[src/rtl/bcd_seg7_scan_if.sv]
// bcd_seg7_scan_if: BCD value in, scanned seven-segment drive out.
// master drives i_bcd/i_load/i_en; slave (display) drives o_seg/o_dig/o_frame.
interface bcd_seg7_scan_if;
  logic [7:0] i_bcd;
  logic       i_load;
  logic       i_en;
  logic [6:0] o_seg;
  logic [1:0] o_dig;
  logic       o_frame;

  modport master (
    output i_bcd, i_load, i_en,
    input  o_seg, o_dig, o_frame
  );

  modport slave (
    input  i_bcd, i_load, i_en,
    output o_seg, o_dig, o_frame
  );
endinterface

[src/rtl/bcd_seg7_scan.sv]
// bcd_seg7_scan: 2-digit multiplexed 7-seg driver, tear-free frame update.
// Ports: i_clk, i_rst (sync, high), bus = i_bcd/i_load/i_en -> o_seg/o_dig/o_frame.
module bcd_seg7_scan #(
  parameter int PERIOD     = 1000,
  parameter int BLANK_CYC  = 16,
  parameter int LZ_BLANK   = 1,
  parameter int ACTIVE_LOW = 0
) (
  input  logic           i_clk,
  input  logic           i_rst,
  bcd_seg7_scan_if.slave bus
);
  localparam int CW = $clog2(PERIOD);
  localparam logic [CW-1:0] LAST_BLANK = CW'(BLANK_CYC - 1);
  localparam logic [CW-1:0] LAST_SLOT  = CW'(PERIOD - 1);
  localparam logic INV = (ACTIVE_LOW != 0);
  localparam logic LZ  = (LZ_BLANK != 0);

  localparam logic [1:0] IDLE  = 2'd0;
  localparam logic [1:0] BLANK = 2'd1;
  localparam logic [1:0] SHOW  = 2'd2;

  logic [1:0]    state;
  logic [CW-1:0] cnt;
  logic          ptr;
  logic [7:0]    shadow;
  logic [7:0]    disp;

  logic       slot_end;
  logic       boundary;
  logic [7:0] next_disp;
  logic [3:0] nib;
  logic [6:0] seg_n;
  logic [1:0] dig_n;

  function automatic logic [6:0] seg_of(input logic [3:0] n);
    case (n)
      4'h0: seg_of = 7'h3F;
      4'h1: seg_of = 7'h06;
      4'h2: seg_of = 7'h5B;
      4'h3: seg_of = 7'h4F;
      4'h4: seg_of = 7'h66;
      4'h5: seg_of = 7'h6D;
      4'h6: seg_of = 7'h7D;
      4'h7: seg_of = 7'h07;
      4'h8: seg_of = 7'h7F;
      4'h9: seg_of = 7'h6F;
      default: seg_of = 7'h40;
    endcase
  endfunction

  assign slot_end  = (state == SHOW) && (cnt == LAST_SLOT);
  assign boundary  = slot_end && ptr;
  // a load coinciding with a disp update bypasses the shadow
  assign next_disp = bus.i_load ? bus.i_bcd : shadow;
  assign nib       = ptr ? disp[7:4] : disp[3:0];

  always_comb begin
    dig_n = 2'b00;
    seg_n = 7'h00;
    if (state == SHOW) begin
      dig_n = ptr ? 2'b10 : 2'b01;
      seg_n = seg_of(nib);
      // blanked leading zero is still scanned to keep duty constant
      if (ptr && LZ && disp[7:4] == 4'h0)
        seg_n = 7'h00;
    end
  end

  always_ff @(posedge i_clk) begin
    if (i_rst) begin
      state       <= IDLE;
      cnt         <= '0;
      ptr         <= 1'b0;
      shadow      <= 8'h00;
      disp        <= 8'h00;
      bus.o_seg   <= {7{INV}};
      bus.o_dig   <= {2{INV}};
      bus.o_frame <= 1'b0;
    end else begin
      bus.o_seg   <= seg_n ^ {7{INV}};
      bus.o_dig   <= dig_n ^ {2{INV}};
      bus.o_frame <= 1'b0;
      if (bus.i_load)
        shadow <= bus.i_bcd;
      if (state == IDLE)
        disp <= next_disp;
      if (!bus.i_en) begin
        state <= IDLE;
        cnt   <= '0;
        ptr   <= 1'b0;
      end else begin
        unique case (state)
          IDLE: begin
            state <= BLANK;
            cnt   <= '0;
            ptr   <= 1'b0;
          end
          BLANK: begin
            cnt <= cnt + 1'b1;
            if (cnt == LAST_BLANK)
              state <= SHOW;
          end
          SHOW: begin
            if (slot_end) begin
              cnt   <= '0;
              ptr   <= ~ptr;
              state <= BLANK;
            end else begin
              cnt <= cnt + 1'b1;
            end
            if (boundary) begin
              disp        <= next_disp;
              bus.o_frame <= 1'b1;
            end
          end
          default: begin
            state <= IDLE;
            cnt   <= '0;
            ptr   <= 1'b0;
          end
        endcase
      end
    end
  end
endmodule

[src/flat_wrapper.sv]
// flat-port wrapper written by rule: the top's interface ports become plain ports
module bcd_seg7_scan_flat 
#(
  parameter int PERIOD     = 1000,
  parameter int BLANK_CYC  = 16,
  parameter int LZ_BLANK   = 1,
  parameter int ACTIVE_LOW = 0
)
  (i_clk, i_rst, bus_i_bcd, bus_i_load, bus_i_en, bus_o_seg, bus_o_dig, bus_o_frame);
  bcd_seg7_scan_if bus_i ();
  input  logic i_clk;
  input  logic i_rst;
  input wire logic [$bits(bus_i.i_bcd)-1:0] bus_i_bcd;
  input wire logic [$bits(bus_i.i_load)-1:0] bus_i_load;
  input wire logic [$bits(bus_i.i_en)-1:0] bus_i_en;
  output wire logic [$bits(bus_i.o_seg)-1:0] bus_o_seg;
  output wire logic [$bits(bus_i.o_dig)-1:0] bus_o_dig;
  output wire logic [$bits(bus_i.o_frame)-1:0] bus_o_frame;
  assign bus_i.i_bcd = bus_i_bcd;
  assign bus_i.i_load = bus_i_load;
  assign bus_i.i_en = bus_i_en;
  assign bus_o_seg = bus_i.o_seg;
  assign bus_o_dig = bus_i.o_dig;
  assign bus_o_frame = bus_i.o_frame;
  bcd_seg7_scan #(.PERIOD(PERIOD), .BLANK_CYC(BLANK_CYC), .LZ_BLANK(LZ_BLANK), .ACTIVE_LOW(ACTIVE_LOW)) u_core (.i_clk(i_clk), .i_rst(i_rst), .bus(bus_i));
endmodule
[config.mk]
export PLATFORM = sky130hd
export DESIGN_NAME = bcd_seg7_scan_flat
export DESIGN_NICKNAME = d
export VERILOG_FILES = /design/src/rtl/bcd_seg7_scan_if.sv /design/src/rtl/bcd_seg7_scan.sv /design/src/flat_wrapper.sv
export SDC_FILE = /design/constraint.sdc
export NUM_CORES = 1
export LEC_CHECK = 0
export ABC_AREA = 1
export CORE_MARGIN = 5
export CORE_UTILIZATION = 29
export DETAILED_ROUTE_END_ITERATION = 16
export DONT_BUFFER_PORTS = 1
export PLACE_DENSITY = 0.54
export SETUP_SLACK_MARGIN = 0.02
export SYNTH_ARGS = -nofsm -noshare
export SYNTH_HDL_FRONTEND = slang
export SYNTH_SLANG_ARGS = --single-unit
[constraint.sdc]
create_clock -name i_clk -period 1.65 [get_ports i_clk]
set_input_delay 0.2475 -clock i_clk [delete_from_list [all_inputs] [get_ports i_clk]]
set_output_delay 0.2475 -clock i_clk [all_outputs]
set_load 0.05 [all_outputs]
==> results.json <==
{
  "synth_edf_count": 0,
  "postSynthAreaPerCell_sq_um": 7.01,
  "power.total_mw": 1.90,
  "powerDensity_mw_per_mm2": 843,
  "netlist_area_sq_mm": 0.00198,
  "grt_pass1_wl_um": 7130,
  "post-cts-setup-buffers": 0,
  "grt_max_degree": 33,
  "chipHeight_um": 92.6,
  "worst_skew_pair.late_latency_ns": 0.29,
  "die_w_um": 92.6,
  "path_max_fanout": 6,
  "worstPathArrival_ns": 1.74,
  "final_common_cell": "nand2_1",
  "hold_violations": 0,
  "dp_hpwl_um": 3030,
  "clock-skew-final_ns": 0.00638,
  "core_sq_mm": 0.00672,
  "drt-total-wl_um": 4110,
  "clkSlewWorstSetupHoldPaths_ns": 0.08,
  "yosysSeqAreaShare_pct": 39.5,
  "dr.pass1.iters": 4,
  "required_ns": 1.90,
  "place_congestion": 0.796,
  "gr-total-overflow": 0,
  "synth.largest_area_cell": "dfxtp_1",
  "fin_setup_tns_ns": 0,
  "grt_pass1_vias": 1615,
  "dr_wl_met2_um": 1790,
  "fmax_mhz": 671,
  "critPathCaptureType": "flop",
  "htree_num_levels": 2,
  "slew_headroom_pct": 65.8,
  "numCtsBuffers": 5,
  "fillers": 717,
  "synth.top_cell.area_share_pct": 39.5,
  "whs_ns": 0.0201,
  "slew_violations": 0,
  "antenna_found_initial": 0,
  "syn2layout_area_growth_pct": 14.2,
  "cts_root_buffer": "clkbuf_8",
  "nets": 317,
  "max_slew.worst_pin.slew_ns": 0.513,
  "cts_tree": "yes",
  "initial_core_util_pct": 29.4,
  "finalSetupViolations": 0,
  "highest_layer": "met4",
  "vias": 1709,
  "n_antenna_cell": 0,
  "initialDrtViolationCount": 78,
  "syn-num-nets": 305,
  "start_kind": "flop",
  "drive_gt1_share_pct": 10.2,
  "yosys_most_used_dff": "dfxtp_1",
  "yosys_warnings": 0,
  "ant_nets": 0,
  "wl_met1_um": 2110,
  "ios": 22,
  "core.rowCount": 30,
  "die_area_sq_mm": 0.00857,
  "regArea_sq_um": 783,
  "fin_util_pct": 33.6,
  "hp-class": "input port to flop",
  "syn_inst": 282,
  "final_cell_mix": "nand2_1, nor2_1, dfxtp_1, inv_1, a21oi_1",
  "peakVddDrop_uv": 342,
  "async_flop_share_pct": 0,
  "multi_input_area_sq_mm": 0.00104,
  "vias_per_cell": 4.56,
  "track_usage_pct": 10.4,
  "finalWorstSetupSlack_ns": 0.159,
  "worstSetupPathType": "flop to flop",
  "synth_cell_types": 26,
  "period_needed_ns": 1.49,
  "max_cap_violations": 0,
  "dp_slack_ns": 0.101,
  "cts_buffer_depth": 2,
  "synth_seq_cells": 39,
  "synthTopCellsByArea": "dfxtp_1, nand2_1, nor2_1",
  "rsz0062_at_grt": "true",
  "leakage_nw": 1.00,
  "fin_crit_sh_pct": 90.3,
  "drcViolationCount": 0,
  "clock_sinks": 39,
  "detail_route.wl_per_cell_um": 11.0,
  "status": "completed",
  "wl_met3_um": 146,
  "port_buffers": 0
}
==> per-layer routing <==
| layer | up-vias | GRT usage (%) |
|---|---|---|
| met3 | 5 | 3.66 |
| met4 | 0 | 4.08 |
| met2 | 22 | 16.0 |
| met5 | - | 0 |
| li1 | 927 | - |
| met1 | 755 | 13.3 |
==> kinds of logic after synthesis <==
group	Yosys count	share of synthesized area (%)
AND/OR/NAND/NOR	138	31.1
flip-flops	39	39.5
XOR/XNOR	5	2.21
adder cells (fa/ha/maj)	11	6.96
buffers and inverters	42	8.10
AO/OA/AOI/OAI	47	12.2
==> synth_stat cells, types with 2 or more instances <==
cell and instances:
ha_1 11, dfxtp_1 39, a21oi_1 24, nand3_2 2, nand2_1 61, xor2_1 4
nand3_1 8, nand2_2 2, o21ai_0 21, nand4_1 10, nor3_1 2, clkbuf_1 5
inv_1 34, nor2_1 47
==> stage by stage <==
stage,area [sq um],std cells
6_report,2260,375
5_1_grt,2260,375
4_1_cts,2240,374
3_5_place_dp,2130,366
3_3_place_gp,2130,366
2_1_floorplan,1980,282
==> final timing paths <==
| path | end | startpoint | slack [ns] | depth (start not counted) |
|---|---|---|---|---|
| min reg2reg | u_core.cnt[0] | u_core.cnt[0] | 0.45 | 1 |
| max | u_core.bus.o_seg[6] | u_core.ptr | 0.16 | 10 |
| max reg2reg | u_core.bus.o_seg[6] | u_core.ptr | 0.16 | 10 |
| min | u_core.shadow[3] | i_rst | 0.02 | 1 |
==> timing repair <==
| item | CTS | global route |
|---|---|---|
| hold buffers | 0 | 1 |
| resized for setup | 0 | 4 |
| hold endpoints to repair | 0 | 3 |
| setup endpoints to repair | 0 | 11 |
==> critical path: stages, from the launching register on <==
cell and delay (ns):
dfxtp_2 0.37, inv_2 0.06, or2_0 0.21, o21ai_2 0.13
inv_1 0.13, ha_1 0.19, nor2_1 0.13, nor2_1 0.05
o21ai_0 0.07, nand2_1 0.07, inv_1 0.04
==> layout make-up <==
class,instances,area share (%)
well taps,80,4.43
repair buffers,12,4.26
clock buffers,7,4.26
flip-flops and latches,39,34.7
clock inverters,1,0.332
multi-input cells,201,46.2
inverters,35,5.81
==> registers in the layout, summed over array words and instances (netlist names) <==
name and cells:
u_core.state 2, u_core.disp 8, u_core.shadow 8, u_core.cnt 10, u_core.bus.o_frame 1, u_core.ptr 1
u_core.bus.o_seg 7, u_core.bus.o_dig 2
==> report_power, final <==
group	switching (mW)	leakage, nW	internal [mW]
clock	0.343	0.0505	0.380
combinational	0.115	0.631	0.0741
sequential	0.0199	0.319	0.973
Power figures use the tool's default switching activity.
